`src/rtl/cam_pkg.sv`:
```
// Shared types and helpers for the camera pixel capture block.
package cam_pkg;

  localparam int BPP_MIN = 1;
  localparam int BPP_MAX = 4;

  typedef enum logic [1:0] {
    ST_IDLE     = 2'd0,
    ST_WAIT_VS  = 2'd1,
    ST_CAPTURE  = 2'd2,
    ST_STOPPING = 2'd3
  } cam_state_e;

  // Increment that sticks at max_v instead of wrapping.
  function automatic logic [31:0] sat_inc(input logic [31:0] v, input logic [31:0] max_v);
    return (v >= max_v) ? v : v + 32'd1;
  endfunction

endpackage

```
`src/rtl/cam_pixel_capture_if.sv`:
```
// Camera-side bus (beats in) and pixel-side bus (assembled pixels out).
interface cam_pixel_capture_if #(
  parameter int DW  = 8,
  parameter int BPP = 2
);
  logic [DW-1:0]     din;
  logic              vsync;
  logic              href;
  logic              pixel_valid;
  logic [DW*BPP-1:0] pixel;
  logic              hstart;
  logic              vstart;

  modport master (output din, vsync, href, input pixel_valid, pixel, hstart, vstart);
  modport slave  (input din, vsync, href, output pixel_valid, pixel, hstart, vstart);
endinterface

```
`src/rtl/cam_beat_packer.sv`:
```
// Collects BPP bus beats into one pixel word; msb_first picks beat order.
module cam_beat_packer #(
  parameter int DW  = 8,
  parameter int BPP = 2
) (
  input  logic              pclk,
  input  logic              rst_n,
  input  logic [DW-1:0]     din,
  input  logic              beat_en,
  input  logic              clr,
  input  logic              msb_first,
  output logic [DW*BPP-1:0] word,
  output logic              word_valid,
  output logic              partial
);
  localparam int CNTW = (BPP > 1) ? $clog2(BPP) : 1;
  localparam logic [CNTW-1:0] LAST = CNTW'(BPP - 1);

  logic [CNTW-1:0]     cnt_q, cnt_d, slot;
  logic [DW*BPP-1:0]   acc_q, acc_d, word_q, word_d;
  logic                valid_q, valid_d;

  // Place the incoming beat in its slot; publish the word on the last beat.
  always_comb begin
    cnt_d   = cnt_q;
    acc_d   = acc_q;
    word_d  = word_q;
    valid_d = 1'b0;
    slot    = msb_first ? (LAST - cnt_q) : cnt_q;
    if (clr) begin
      cnt_d = '0;
    end else if (beat_en) begin
      acc_d[slot*DW +: DW] = din;
      if (cnt_q == LAST) begin
        cnt_d   = '0;
        word_d  = acc_d;
        valid_d = 1'b1;
      end else begin
        cnt_d = cnt_q + 1'b1;
      end
    end
  end

  // Beat counter, accumulator and output word registers.
  always_ff @(posedge pclk or negedge rst_n) begin
    if (!rst_n) begin
      cnt_q   <= '0;
      acc_q   <= '0;
      word_q  <= '0;
      valid_q <= 1'b0;
    end else begin
      cnt_q   <= cnt_d;
      acc_q   <= acc_d;
      word_q  <= word_d;
      valid_q <= valid_d;
    end
  end

  assign word       = word_q;
  assign word_valid = valid_q;
  assign partial    = (cnt_q != '0);

endmodule

```
`src/rtl/cam_pixel_capture.sv`:
```
// Camera pixel capture: frame-synchronised capture FSM, line/frame stats,
// line sanity checking. Optional test pattern under CAM_CAPTURE_TESTPAT_EN.
module cam_pixel_capture #(
  parameter int DW  = 8,
  parameter int BPP = 2,
  parameter int CW  = 16
) (
  input  logic                pclk,
  input  logic                rst_n,
  cam_pixel_capture_if.slave  cam,
  input  logic                msb_first,
  input  logic                start,
  input  logic                stop,
  input  logic                tp_en,
  output logic                busy,
  output logic [CW-1:0]       hlen,
  output logic [CW-1:0]       vlen,
  output logic                line_err,
  output logic [CW-1:0]       frame_cnt
);
  import cam_pkg::*;

  localparam int PW = DW * BPP;
  localparam logic [CW-1:0] CNT_MAX = '1;
  localparam logic [1:0] S_IDLE     = ST_IDLE;
  localparam logic [1:0] S_WAIT_VS  = ST_WAIT_VS;
  localparam logic [1:0] S_CAPTURE  = ST_CAPTURE;
  localparam logic [1:0] S_STOPPING = ST_STOPPING;

  if (BPP < BPP_MIN || BPP > BPP_MAX) begin : g_bpp_chk
    $error("cam_pixel_capture: BPP must be within 1..4");
  end

  logic [1:0]    state_q, state_d;
  logic          vsync_q, href_q;
  logic          vs_rise, vs_fall, href_rise, href_fall;
  logic          capturing, beat_en, frame_go;
  logic [PW-1:0] word;
  logic          word_valid, partial;
  logic [CW-1:0] px_q, px_d, px_now, lines_q, lines_d;
  logic [CW-1:0] hlen_q, hlen_d, vlen_q, vlen_d, frame_q, frame_d;
  logic          err_q, err_d, hflag_q, hflag_d, vflag_q, vflag_d;

  assign vs_rise   = cam.vsync & ~vsync_q;
  assign vs_fall   = ~cam.vsync & vsync_q;
  assign href_rise = cam.href & ~href_q;
  assign href_fall = ~cam.href & href_q;
  assign capturing = (state_q == S_CAPTURE) || (state_q == S_STOPPING);
  assign beat_en   = capturing & cam.href & ~cam.vsync;
  assign frame_go  = vs_fall & (capturing | (state_q == S_WAIT_VS & ~stop));

  cam_beat_packer #(.DW(DW), .BPP(BPP)) u_packer (
    .pclk      (pclk),
    .rst_n     (rst_n),
    .din       (cam.din),
    .beat_en   (beat_en),
    .clr       (~cam.href | cam.vsync),
    .msb_first (msb_first),
    .word      (word),
    .word_valid(word_valid),
    .partial   (partial)
  );

  // Capture FSM; stop beats start, and start is only honoured in IDLE.
  always_comb begin
    state_d = state_q;
    case (state_q)
      S_IDLE:     if (start && !stop) state_d = S_WAIT_VS;
      S_WAIT_VS:  if (stop) state_d = S_IDLE; else if (vs_fall) state_d = S_CAPTURE;
      S_CAPTURE:  if (stop) state_d = S_STOPPING;
      S_STOPPING: if (vs_rise) state_d = S_IDLE;
      default:    state_d = S_IDLE;
    endcase
  end

  // Line/frame counters, line checking and start-of-line/frame markers.
  always_comb begin
    px_now  = word_valid ? CW'(sat_inc(32'(px_q), 32'(CNT_MAX))) : px_q;
    px_d    = px_now;
    lines_d = lines_q;
    hlen_d  = hlen_q;
    vlen_d  = vlen_q;
    frame_d = frame_q;
    err_d   = 1'b0;
    hflag_d = hflag_q & ~word_valid;
    vflag_d = vflag_q & ~word_valid;
    if (frame_go) begin
      lines_d = '0;
      px_d    = '0;
      vflag_d = 1'b1;
    end
    if (beat_en && href_rise) begin
      lines_d = CW'(sat_inc(32'(lines_q), 32'(CNT_MAX)));
      px_d    = '0;
      hflag_d = 1'b1;
    end
    if (capturing && href_fall && !vsync_q) begin
      hlen_d = px_now;
      err_d  = partial || ((lines_q > CW'(1)) && (px_now != hlen_q));
      px_d   = '0;
    end
    if (capturing && vs_rise) begin
      vlen_d = lines_q;
      if (lines_q != '0) frame_d = frame_q + 1'b1;
    end
  end

  // State, edge-detect and statistics registers.
  always_ff @(posedge pclk or negedge rst_n) begin
    if (!rst_n) begin
      state_q <= S_IDLE;
      vsync_q <= 1'b0;
      href_q  <= 1'b0;
      px_q    <= '0;
      lines_q <= '0;
      hlen_q  <= '0;
      vlen_q  <= '0;
      frame_q <= '0;
      err_q   <= 1'b0;
      hflag_q <= 1'b0;
      vflag_q <= 1'b0;
    end else begin
      state_q <= state_d;
      vsync_q <= cam.vsync;
      href_q  <= cam.href;
      px_q    <= px_d;
      lines_q <= lines_d;
      hlen_q  <= hlen_d;
      vlen_q  <= vlen_d;
      frame_q <= frame_d;
      err_q   <= err_d;
      hflag_q <= hflag_d;
      vflag_q <= vflag_d;
    end
  end

`ifdef CAM_CAPTURE_TESTPAT_EN
  localparam int HALF = PW / 2;
  logic [CW-1:0] line_idx;
  logic [PW-1:0] pat_now, pat_q;
  assign line_idx = lines_q - 1'b1;
  assign pat_now  = PW'({HALF'(line_idx), HALF'(px_q)});

  // Hold the last pattern value so pixel stays stable between strobes.
  always_ff @(posedge pclk or negedge rst_n) begin
    if (!rst_n)          pat_q <= '0;
    else if (word_valid) pat_q <= pat_now;
  end

  assign cam.pixel = tp_en ? (word_valid ? pat_now : pat_q) : word;
`else
  logic unused_tp;
  assign unused_tp = tp_en;
  assign cam.pixel = word;
`endif

  assign cam.pixel_valid = word_valid;
  assign cam.hstart      = word_valid & hflag_q;
  assign cam.vstart      = word_valid & vflag_q;
  assign busy            = (state_q != S_IDLE);
  assign hlen            = hlen_q;
  assign vlen            = vlen_q;
  assign line_err        = err_q;
  assign frame_cnt       = frame_q;

endmodule

```
`src/flat_wrapper.sv`:
```
// flat-port wrapper written by rule: the top's interface ports become plain ports
module cam_pixel_capture_flat import cam_pkg::*;
#(
  parameter int DW  = 8,
  parameter int BPP = 2,
  parameter int CW  = 16
)
  (pclk, rst_n, msb_first, start, stop, tp_en, busy, hlen, vlen, line_err, frame_cnt, cam_din, cam_vsync, cam_href, cam_pixel_valid, cam_pixel, cam_hstart, cam_vstart);
  cam_pixel_capture_if #(.DW(DW), .BPP(BPP)) cam_i ();
  input  logic pclk;
  input  logic rst_n;
  input  logic msb_first;
  input  logic start;
  input  logic stop;
  input  logic tp_en;
  output logic busy;
  output logic [CW-1:0] hlen;
  output logic [CW-1:0] vlen;
  output logic line_err;
  output logic [CW-1:0] frame_cnt;
  input wire logic [$bits(cam_i.din)-1:0] cam_din;
  input wire logic [$bits(cam_i.vsync)-1:0] cam_vsync;
  input wire logic [$bits(cam_i.href)-1:0] cam_href;
  output wire logic [$bits(cam_i.pixel_valid)-1:0] cam_pixel_valid;
  output wire logic [$bits(cam_i.pixel)-1:0] cam_pixel;
  output wire logic [$bits(cam_i.hstart)-1:0] cam_hstart;
  output wire logic [$bits(cam_i.vstart)-1:0] cam_vstart;
  assign cam_i.din = cam_din;
  assign cam_i.vsync = cam_vsync;
  assign cam_i.href = cam_href;
  assign cam_pixel_valid = cam_i.pixel_valid;
  assign cam_pixel = cam_i.pixel;
  assign cam_hstart = cam_i.hstart;
  assign cam_vstart = cam_i.vstart;
  cam_pixel_capture #(.DW(DW), .BPP(BPP), .CW(CW)) u_core (.pclk(pclk), .rst_n(rst_n), .cam(cam_i), .msb_first(msb_first), .start(start), .stop(stop), .tp_en(tp_en), .busy(busy), .hlen(hlen), .vlen(vlen), .line_err(line_err), .frame_cnt(frame_cnt));
endmodule
```
`config.mk`:
```
export PLATFORM = sky130hd
export DESIGN_NAME = cam_pixel_capture_flat
export DESIGN_NICKNAME = d
export VERILOG_FILES = /design/src/rtl/cam_pkg.sv /design/src/rtl/cam_pixel_capture_if.sv /design/src/rtl/cam_beat_packer.sv /design/src/rtl/cam_pixel_capture.sv /design/src/flat_wrapper.sv
export SDC_FILE = /design/constraint.sdc
export NUM_CORES = 1
export LEC_CHECK = 0
export BUFFER_PORTS_ARGS = -buffer_cell sky130_fd_sc_hd__buf_2
export CAP_MARGIN = 5
export CORE_AREA = 2 2 133 135
export CTS_BUF_LIST = sky130_fd_sc_hd__clkbuf_4 sky130_fd_sc_hd__clkbuf_8
export DETAILED_ROUTE_END_ITERATION = 10
export DIE_AREA = 0 0 135 137
export PLACE_DENSITY_LB_ADDON = 0.2
export SLEW_MARGIN = 20
export SYNTH_ARGS = -nofsm -noshare
export SYNTH_HDL_FRONTEND = slang
export SYNTH_SLANG_ARGS = --single-unit
export TNS_END_PERCENT = 30
```
`constraint.sdc`:
```
create_clock -name pclk -period 7.6 [get_ports pclk]
set_clock_uncertainty 0.1 [all_clocks]
set_input_delay 0.76 -clock pclk [delete_from_list [all_inputs] [get_ports pclk]]
set_output_delay 0.76 -clock pclk [all_outputs]
set_load 0.01 [all_outputs]
```
* Word level (Yosys, flattened, before mapping) *
Cells that the tools add are included.

storage, ports and cells
  logic and storage cells = 101
  output and inout bits = 69
  flip-flop bits (word level) = 121

operators by class
  $lt $le $gt $ge = 3
  reduce and logical (&&, ||, !) cells = 20
  multiplexer cells = 25
  eq/ne operators = 9
  shift-type cells = 2
  bitwise operators = 21
  add/sub/neg operators = 6

operators with widths
  kind                     number
  $mux 16                  8
  $add 16x1->16 const B    3
  $neg 4->34               1
  $shift 8x34->16 const A  1
  $shiftx 8x34->16         1
  $ge 16x16->1 const B     2
  $bwmux 16                1
  $gt 16x1->1 const B      1
  $ne 16x16->1             1
  $reduce_bool 16->1       1
  $and 1x1->1              12
  $mux 1                   10
  $mux 2                   5
  $pmux 2 s4               1
  $not 1->1                7
  $logic_and 1x1->1        6
  $reduce_and 2->1         3
  $reduce_bool 2->1        3
  $eq 2x2->1 const B       2
  $ne 2x1->1 const B       2
  $ne 2x2->1 const B       2
  $reduce_and 4->1         1
  $ne 3x2->1 const B       1
  $reduce_and 3->1         1
  other kinds (7)          10

* Depth between registers and ports, before layout *
Gate-level depths: netlist (run 1).

  depth in word-level cells = 7
  mapped depth = 10

* Cells and area by module *
A second synthesis (run 1) with hierarchy kept.

second synthesis, totals
  cells, all modules = 541
  area total of the unflattened synthesis = 5,811.8 um^2

modules (own cells, without submodules)
  module             cells an instance  instances  area an instance (um^2)
  cam_pixel_capture  430                1          4,362.9
  cam_beat_packer    111                1          1,448.9

* Least setup slack after synthesis (run 1) *
No wires, ideal clock.

  kind = reg2reg
  start = register u_core.px_q[0]
  end = register u_core.err_q, in the netlist u_core.line_err
  clock period less this slack = 2.596 ns
  required time = 7.401 ns
  path buffers = 2
  cell stages (with the launch flop) = 11
  arrival time = 2.397 ns
  slack = 5.004 ns
  path through = dfrtp_1 -> ha_1 -> buf_4 -> nand4_2 -> or4_4 -> buf_6 -> and2_4 -> a311o_1 -> a21oi_1 -> a211oi_1 -> a311oi_1

between the ends
  cells in the longest elaborated chain, start to end = 7
  elaborated cells on any way between the ends = 8
  classes of those cells = add/sub: 1; order compare: 1; eq/ne: 1; mux: 3; reduce/logical: 2

ends and longest elaborated chain
  element                                        line                      text
  start, declared                                cam_pixel_capture.sv:40   logic [CW-1:0] px_q, px_d, px_now, lines_q, lines_d;
  start signal, assigned                         cam_pixel_capture.sv:126  px_q <= px_d;
  $add 16x1->16 or $ge 16x16->1 (tied branches)  cam_pkg.sv:16             return (v >= max_v) ? v : v + 32'd1;
  $mux 16                                        cam_pkg.sv:16
  $mux 16 *                                      cam_pixel_capture.sv:78   px_now = word_valid ? CW'(sat_inc(32'(px_q), 32'(CNT_MAX))) : px_q;
  $ne 16x16->1 *                                 cam_pixel_capture.sv:99   err_d = partial || ((lines_q > CW'(1)) && (px_now != hlen_q));
  $logic_and 1x1->1 *                            cam_pixel_capture.sv:99
  $logic_or 1x1->1 *                             cam_pixel_capture.sv:99
  $mux 1 *                                       cam_pixel_capture.sv:97   if (capturing && href_fall && !vsync_q) begin
  net u_core.err_d                               cam_pixel_capture.sv:42   logic err_q, err_d, hflag_q, hflag_d, vflag_q, vflag_d;
  end signal, assigned                           cam_pixel_capture.sv:131  err_q <= err_d;
  end, declared                                  cam_pixel_capture.sv:42

Mark *: on every way through the listed nets, which the timed path passes. The rest lies on a longest branch.
A chain may end at the register's enable or synchronous reset.

* Worst setup path after layout (run 1) *
Same ends and word-level chain as after synthesis.

==> results.toml, run 1 <==
[status]
status = "complete, no violations"

[logic_synthesis]
syn_area_mm2 = 0.00591
ys_types = 65
synth_edf_count = 0
syn_nets = 591
syn_area_per_cell_um2 = 10.4
async_flop_share_pct = 100
yosys_warnings = 0
synth_cells = 569
synth_seq_area_share_pct = 51.2
synth-seq-cells = 121
synth_ff_type = "dfrtp_1"

[placed_design]
port_buffers = 83
placed_cell_area_mm2 = 0.00649
gp_congestion = 0.851
dpl.hpwl_mm = 9.48
post-place-cells = 853

[drt]
drc = 0
drt_first_pass_iters = 4
wl_per_cell_um = 15.3
routed_wirelength_mm = 13.6
drt-initial-drc-count = 227
num_vias = 4438
vias_per_cell = 5.01
ant_nets = 0

[global_routing]
grt_pass1_vias = 4453
antenna_found_initial = 0
grt_overflow = 0
grt_max_degree = 66
track_usage_pct = 15.8
grt_pass1_wl_mm = 22.8

[floorplan]
die_area_mm2 = 0.0185
io_pins = 85
core_mm2 = 0.0171
fp-row-count = 48
die_h_um = 137
start_util_pct = 34.7
die_w_um = 135

[worst_setup_path]
critical_path.slowest_cell = "nor4_1"
cp_top_family = "simple AND/OR/NAND/NOR gates"
cp_common_cell = "nor4_1"
crit_path_end_kind = "flip-flop"
path_cells = "ha_1 -> nand4_2 -> nor4_1 -> mux2i_1 -> xor2_1 -> o2111ai_1 -> nor4_1 -> a311oi_1"
cpPeakStageDelay_ns = 0.78
cp_max_fo = 8
start_kind = "flip-flop"
worstPathArrival_ns = 3.49
crit_type = "reg -> reg"
cp.required_ns = 7.79
timing.critical_path.buf_inv = 0

[power]
leakagePower_nw = 3.27
irDropWorstVdd_mv = 0.161
powerDensity_mw_per_mm2 = 280

[sta]
fin_crit_ns = 3.30
fin_crit_sh_pct = 43.4
timing.hold.ws_ns = 0.296
max_freq_mhz = 303
setup_viol = 0
rsz0062_at_grt = "false"
maxSlewViolCount = 0
finalHoldViolCount = 0
finalSetupTns_ns = 0
max_slew.worst_pin.slew_ns = 0.900
slew-limit-headroom_pct = 39.2

[finish]
area_delta_synth_final_pct = 17.6
mostFrequentLayoutCells = "dfrtp_1, buf_2, nand2_1, o21ai_0, nor2_1"
fin_area_mm2 = 0.00695
stdcell_count = 885
antenna_cells = 0
fin_nets = 669
drive_above_1_share_pct = 24.8
final_common_cell = "dfrtp_1"

[clock_tree]
cts_tree = "done"
clk_pin_slew_ns = 0.08
postCtsSetupBuffers = 0
hold_buffers = 0
htree_num_levels = 4
clkLatencyLatePin_ns = 0.44
cts_made_buffers = 17
cts_resized = 0
cts.sinks = 121
cts_max_path_buffers = 2
cts_root_buf = "clkbuf_8"

[run]
drv_cap = 0

[min_path]
hp-class = "in -> async"
where the power goes:
group	leakage (nW)	internal (mW)	switching (mW)
registers	1.61	0.766	0.0964
logic	1.42	0.185	0.210
clock network	0.233	0.398	0.292
total	3.27	1.35	0.598
layer usage:
metal | vias to the layer above | track usage [%] | wire length, µm
met5 | - | 0 | 0
met4 | 0 | 5.38 | 179
met3 | 15 | 4.59 | 651
met2 | 90 | 25.2 | 6300
met1 | 2165 | 20.6 | 6430
li1 | 2168 | - | -
state kept, by name, summed over array words and instances (netlist names), named ones only:
| signal | cells |
|---|---|
| u_core.px_q | 16 |
| u_core.frame_cnt | 16 |
| u_core.lines_q | 16 |
| u_core.href_q | 1 |
| u_core.hflag_q | 1 |
| u_core.u_packer.acc_q | 16 |
| u_core.vlen | 16 |
| u_core.vsync_q | 1 |
| u_core.vflag_q | 1 |
| u_core.hlen | 16 |
| u_core.u_packer.word | 16 |
| u_core.line_err | 1 |
| u_core.u_packer.word_valid | 1 |
| u_core.state_q | 1 |
| u_core.u_packer.partial | 1 |
final cells by class:
cell class	count	area (µm²)
fill	1716	10100
multi-input combinational	405	2670
clock buffer	17	234
inverter	14	52.6
clock inverter	15	233
timing repair buffer	88	455
tap	225	282
sequential	121	3030
metrics by stage:
step / utilization (%) / setup WS, ns / power, mW
floorplan: - / 5.00 / 1.12
global placement: 38.0 / 4.39 / 1.26
detailed placement: 38.0 / 4.35 / 1.28
CTS: 40.8 / 4.35 / 1.98
global route: 40.8 / 4.03 / 2.08
finish: 40.8 / 4.30 / 1.95
logic make-up after synthesis:
logic type	share of synthesized area, %
compound gates	9.37
xor+xnor	5.78
fa+ha+maj	1.27
buf+inv	3.81
flops	51.2
mux	9.63
simple gates	19.0
path summary, 6_finish.rpt:
path / from / end / slack, ns / cells past startpoint
min reg2reg: u_core.frame_cnt[15] / u_core.frame_cnt[15] / 0.37 / 1
min in group pclk: u_core.frame_cnt[15] / u_core.frame_cnt[15] / 0.37 / 1
min: rst_n / u_core.frame_cnt[15] / 0.30 / 1
max: u_core.px_q[0] / u_core.line_err / 4.30 / 8
max in group asynchronous: rst_n / u_core.u_packer.word[1] / 5.85 / 2
max reg2reg: u_core.px_q[0] / u_core.line_err / 4.30 / 8
cells in the mapped netlist (6+ instances only):
master | number | area, µm²
nand3_1 | 23 | 115
and3_1 | 7 | 43.8
o21ai_0 | 52 | 260
nor3_1 | 7 | 35.0
and4_1 | 6 | 52.6
mux2_2 | 31 | 349
xor2_1 | 12 | 105
mux2i_1 | 22 | 220
xnor2_1 | 27 | 236
clkbuf_1 | 15 | 56.3
nand4_1 | 14 | 87.6
nor2_1 | 42 | 158
a21oi_1 | 12 | 60.1
nand2_1 | 61 | 229
nor4_1 | 8 | 50.1
dfrtp_1 | 121 | 3030
ha_1 | 6 | 75.1
inv_1 | 14 | 52.6
Note: power is estimated with default switching activity, not from simulation.
==> run 2, diff against run 1 <==
- ABC_AREA: default -> 1
- CORE_AREA: 2 2 133 135 -> 2 2 136 138
- DIE_AREA: 0 0 135 137 -> 0 0 138 140
- clock period: 7.6 -> 3.3 ns (I/O delays scaled with it)
==> results.toml, run 2 <==
[status]
status = "complete, no violations"

[power]
power_frac_clock_pct = 28.9
powerDensity_mw_per_mm2 = 644
power_frac_comb_pct = 26.2
power.internal_mw = 3.06
switchingPower_mw = 1.61
irDropWorstVdd_mv = 0.276
leakagePower_nw = 3.57
power_frac_seq_pct = 44.9
p_sw_share_pct = 34.5

[clock_tree]
cts_root_buf = "clkbuf_8"
cts.sinks = 121
cts_resized = 0
cts_made_buffers = 17
cts_tree = "done"
htree_num_levels = 4
clkLatencyLatePin_ns = 0.44
cts_max_path_buffers = 2
clk_pin_slew_ns = 0.08

[global_routing]
grt_pass1_wl_mm = 24.3
use_met3_pct = 4.03
antenna_found_initial = 0
grt_max_degree = 60
grtUsageMet1_pct = 21.4
grt_pass1_vias = 4829
track_usage_pct = 15.5
grt_overflow = 0
busiest_layer = "met2"
grtUsageMet2_pct = 24.0

[drt]
vias_per_cell = 4.50
drc = 0
routed_wirelength_mm = 14.0
ant_nets = 0
num_vias = 4841
wl_per_cell_um = 13.0
drt-initial-drc-count = 291
drt_first_pass_iters = 4

[finish]
final_common_cell = "nand2_1"
drive_above_1_share_pct = 21.7
multiInputGateArea_mm2 = 0.00274
ff_latch_area_mm2 = 0.00303
mostFrequentLayoutCells = "nand2_1, dfrtp_1, o21ai_0, buf_2, inv_1"
fillers = 1845
antenna_cells = 0
fin_nets = 856
area_delta_synth_final_pct = 18.1
finish.utilization_pct = 40.7

[worst_setup_path]
start_kind = "flip-flop"
r2r_slack_ns = 0.91
crit_path_end_kind = "flip-flop"
cp_max_fo = 7
worstPathArrival_ns = 2.57
crit_type = "reg -> reg"
cp.required_ns = 3.49

[logic_synthesis]
yosysTopAreaCell = "dfrtp_1"
synth_top_area_share_pct = 49.4
ys_top_cells_by_count = "nand2_1, dfrtp_1, o21ai_0"
synth_seq_area_share_pct = 49.4
syn_area_per_cell_um2 = 8.25
syn_area_mm2 = 0.00613
synth_area_leaders = "dfrtp_1, nand2_1, o21ai_0"
syn_nets = 765
synth_cells = 743
synth_most_common_cell = "nand2_1"
yosys_warnings = 0
synth_ff_type = "dfrtp_1"
async_flop_share_pct = 100
synth_edf_count = 0
ys_types = 38
synth-seq-cells = 121

[floorplan]
io_pins = 85
fp-row-count = 49
die_area_mm2 = 0.0193
die_h_um = 140
die_w_um = 138
start_util_pct = 34.5
core_mm2 = 0.0178

[sta]
slew-limit-headroom_pct = 44.1
max_slew.worst_pin.slew_ns = 0.838
max_freq_mhz = 419
finalSetupTns_ns = 0
maxSlewViolCount = 0
rsz0062_at_grt = "false"
finalHoldViolCount = 0
setup_viol = 0
fin_crit_sh_pct = 72.3
fin_crit_ns = 2.39

[placed_design]
gp_congestion = 0.786
dpl.hpwl_mm = 9.87
port_buffers = 83

[min_path]
hp-class = "in -> reg"

[run]
drv_cap = 0
-- run 2: cell types whose count changed after synthesis, moves of 18 or more --
cell / change
inv_1: +57
mux2_2: -29
o21ai_0: +31
xnor2_1: -19
nand2_1: +140
nor2_1: +18
mux2i_1: -22
-- run 2: final timing paths --
check	to	startpoint	cells after the start
max in group asynchronous	u_core.u_packer.word[10]	rst_n	3
worst min-delay path	u_core.u_packer.acc_q[2]	cam_din[2]	5
min in group asynchronous	u_core.px_q[1]	rst_n	2
worst max-delay path	u_core.line_err	u_core.px_q[1]	16
worst max register to register	u_core.line_err	u_core.px_q[1]	16
worst min register to register	u_core.frame_cnt[15]	u_core.frame_cnt[15]	1
-- run 2: power groups by stage --
stage	Combinational (mW)	Sequential, mW	Clock, mW
after detailed placement	1.25	2.12	0
after floorplan	0.713	2.17	0
after CTS	1.25	2.10	1.40
after global routing	1.43	2.15	1.46
final	1.22	2.10	1.35
after global placement	1.23	2.12	0
-- run 2: cells by family (layout without fill, tap and decap cells) --
kind of cell	Yosys count	in the layout	share of synthesized area (%)
AO/OA/AOI/OAI	117	117	10.1
XOR/XNOR	27	27	3.86
buffers and inverters	96	200	6.02
AND/OR/NAND/NOR	374	374	29.1
flip-flops	121	121	49.4
multiplexers	2	2	0.367
adder cells (fa/ha/maj)	6	6	1.22
-- run 2: worst max-delay path: stages, from the launching register on --
cell	delay, ns
dfrtp_1	0.43
ha_1	0.31
nand2_1	0.13
nor2_4	0.19
nand2_2	0.09
inv_2	0.07
nand2_4	0.10
nand3_2	0.10
nand2_2	0.06
nand2_1	0.06
nand2_1	0.05
nor2_1	0.13
nand2_1	0.10
nor2_1	0.11
nand2_1	0.08
nand2_1	0.07
a21oi_2	0.05
-- run 2: layer usage --
| metal | up-vias | part of all wire [%] |
|---|---|---|
| li1 | 2575 | - |
| met1 | 2174 | 50 |
| met2 | 82 | 46 |
| met3 | 10 | 3.6 |
| met4 | 0 | 1.1 |
| met5 | - | 0 |
-- run 2: through the flow --
step	total power, mW	hold WS (ns)	area [µm²]	std cells	setup WS, ns
final	4.67	0.212	7240	1076	0.914
after global placement	3.35	0.230	6820	1041	0.974
after CTS	4.75	0.181	7240	1076	0.907
after global routing	5.04	0.228	7240	1076	0.662
after detailed placement	3.37	0.231	6820	1041	0.954
after floorplan	2.88	-0.0656	6130	743	1.34
-- run 2: timing repair --
action	in CTS	in global routing
hold endpoints to repair	34	0
setup endpoints to repair	0	0
hold buffers	3	0
buffers inserted	0	0
-- run 2: area by class of cell --
cell class                      instances  share of cell area (%)
Inverter                               77                    3.99
Sequential cell                       121                    41.8
Clock buffer                           21                    3.82
Timing Repair Buffer                   91                    6.88
Clock inverter                         11                    1.68
Tap cell                              229                    3.96
Multi-Input combinational cell        526                    37.9
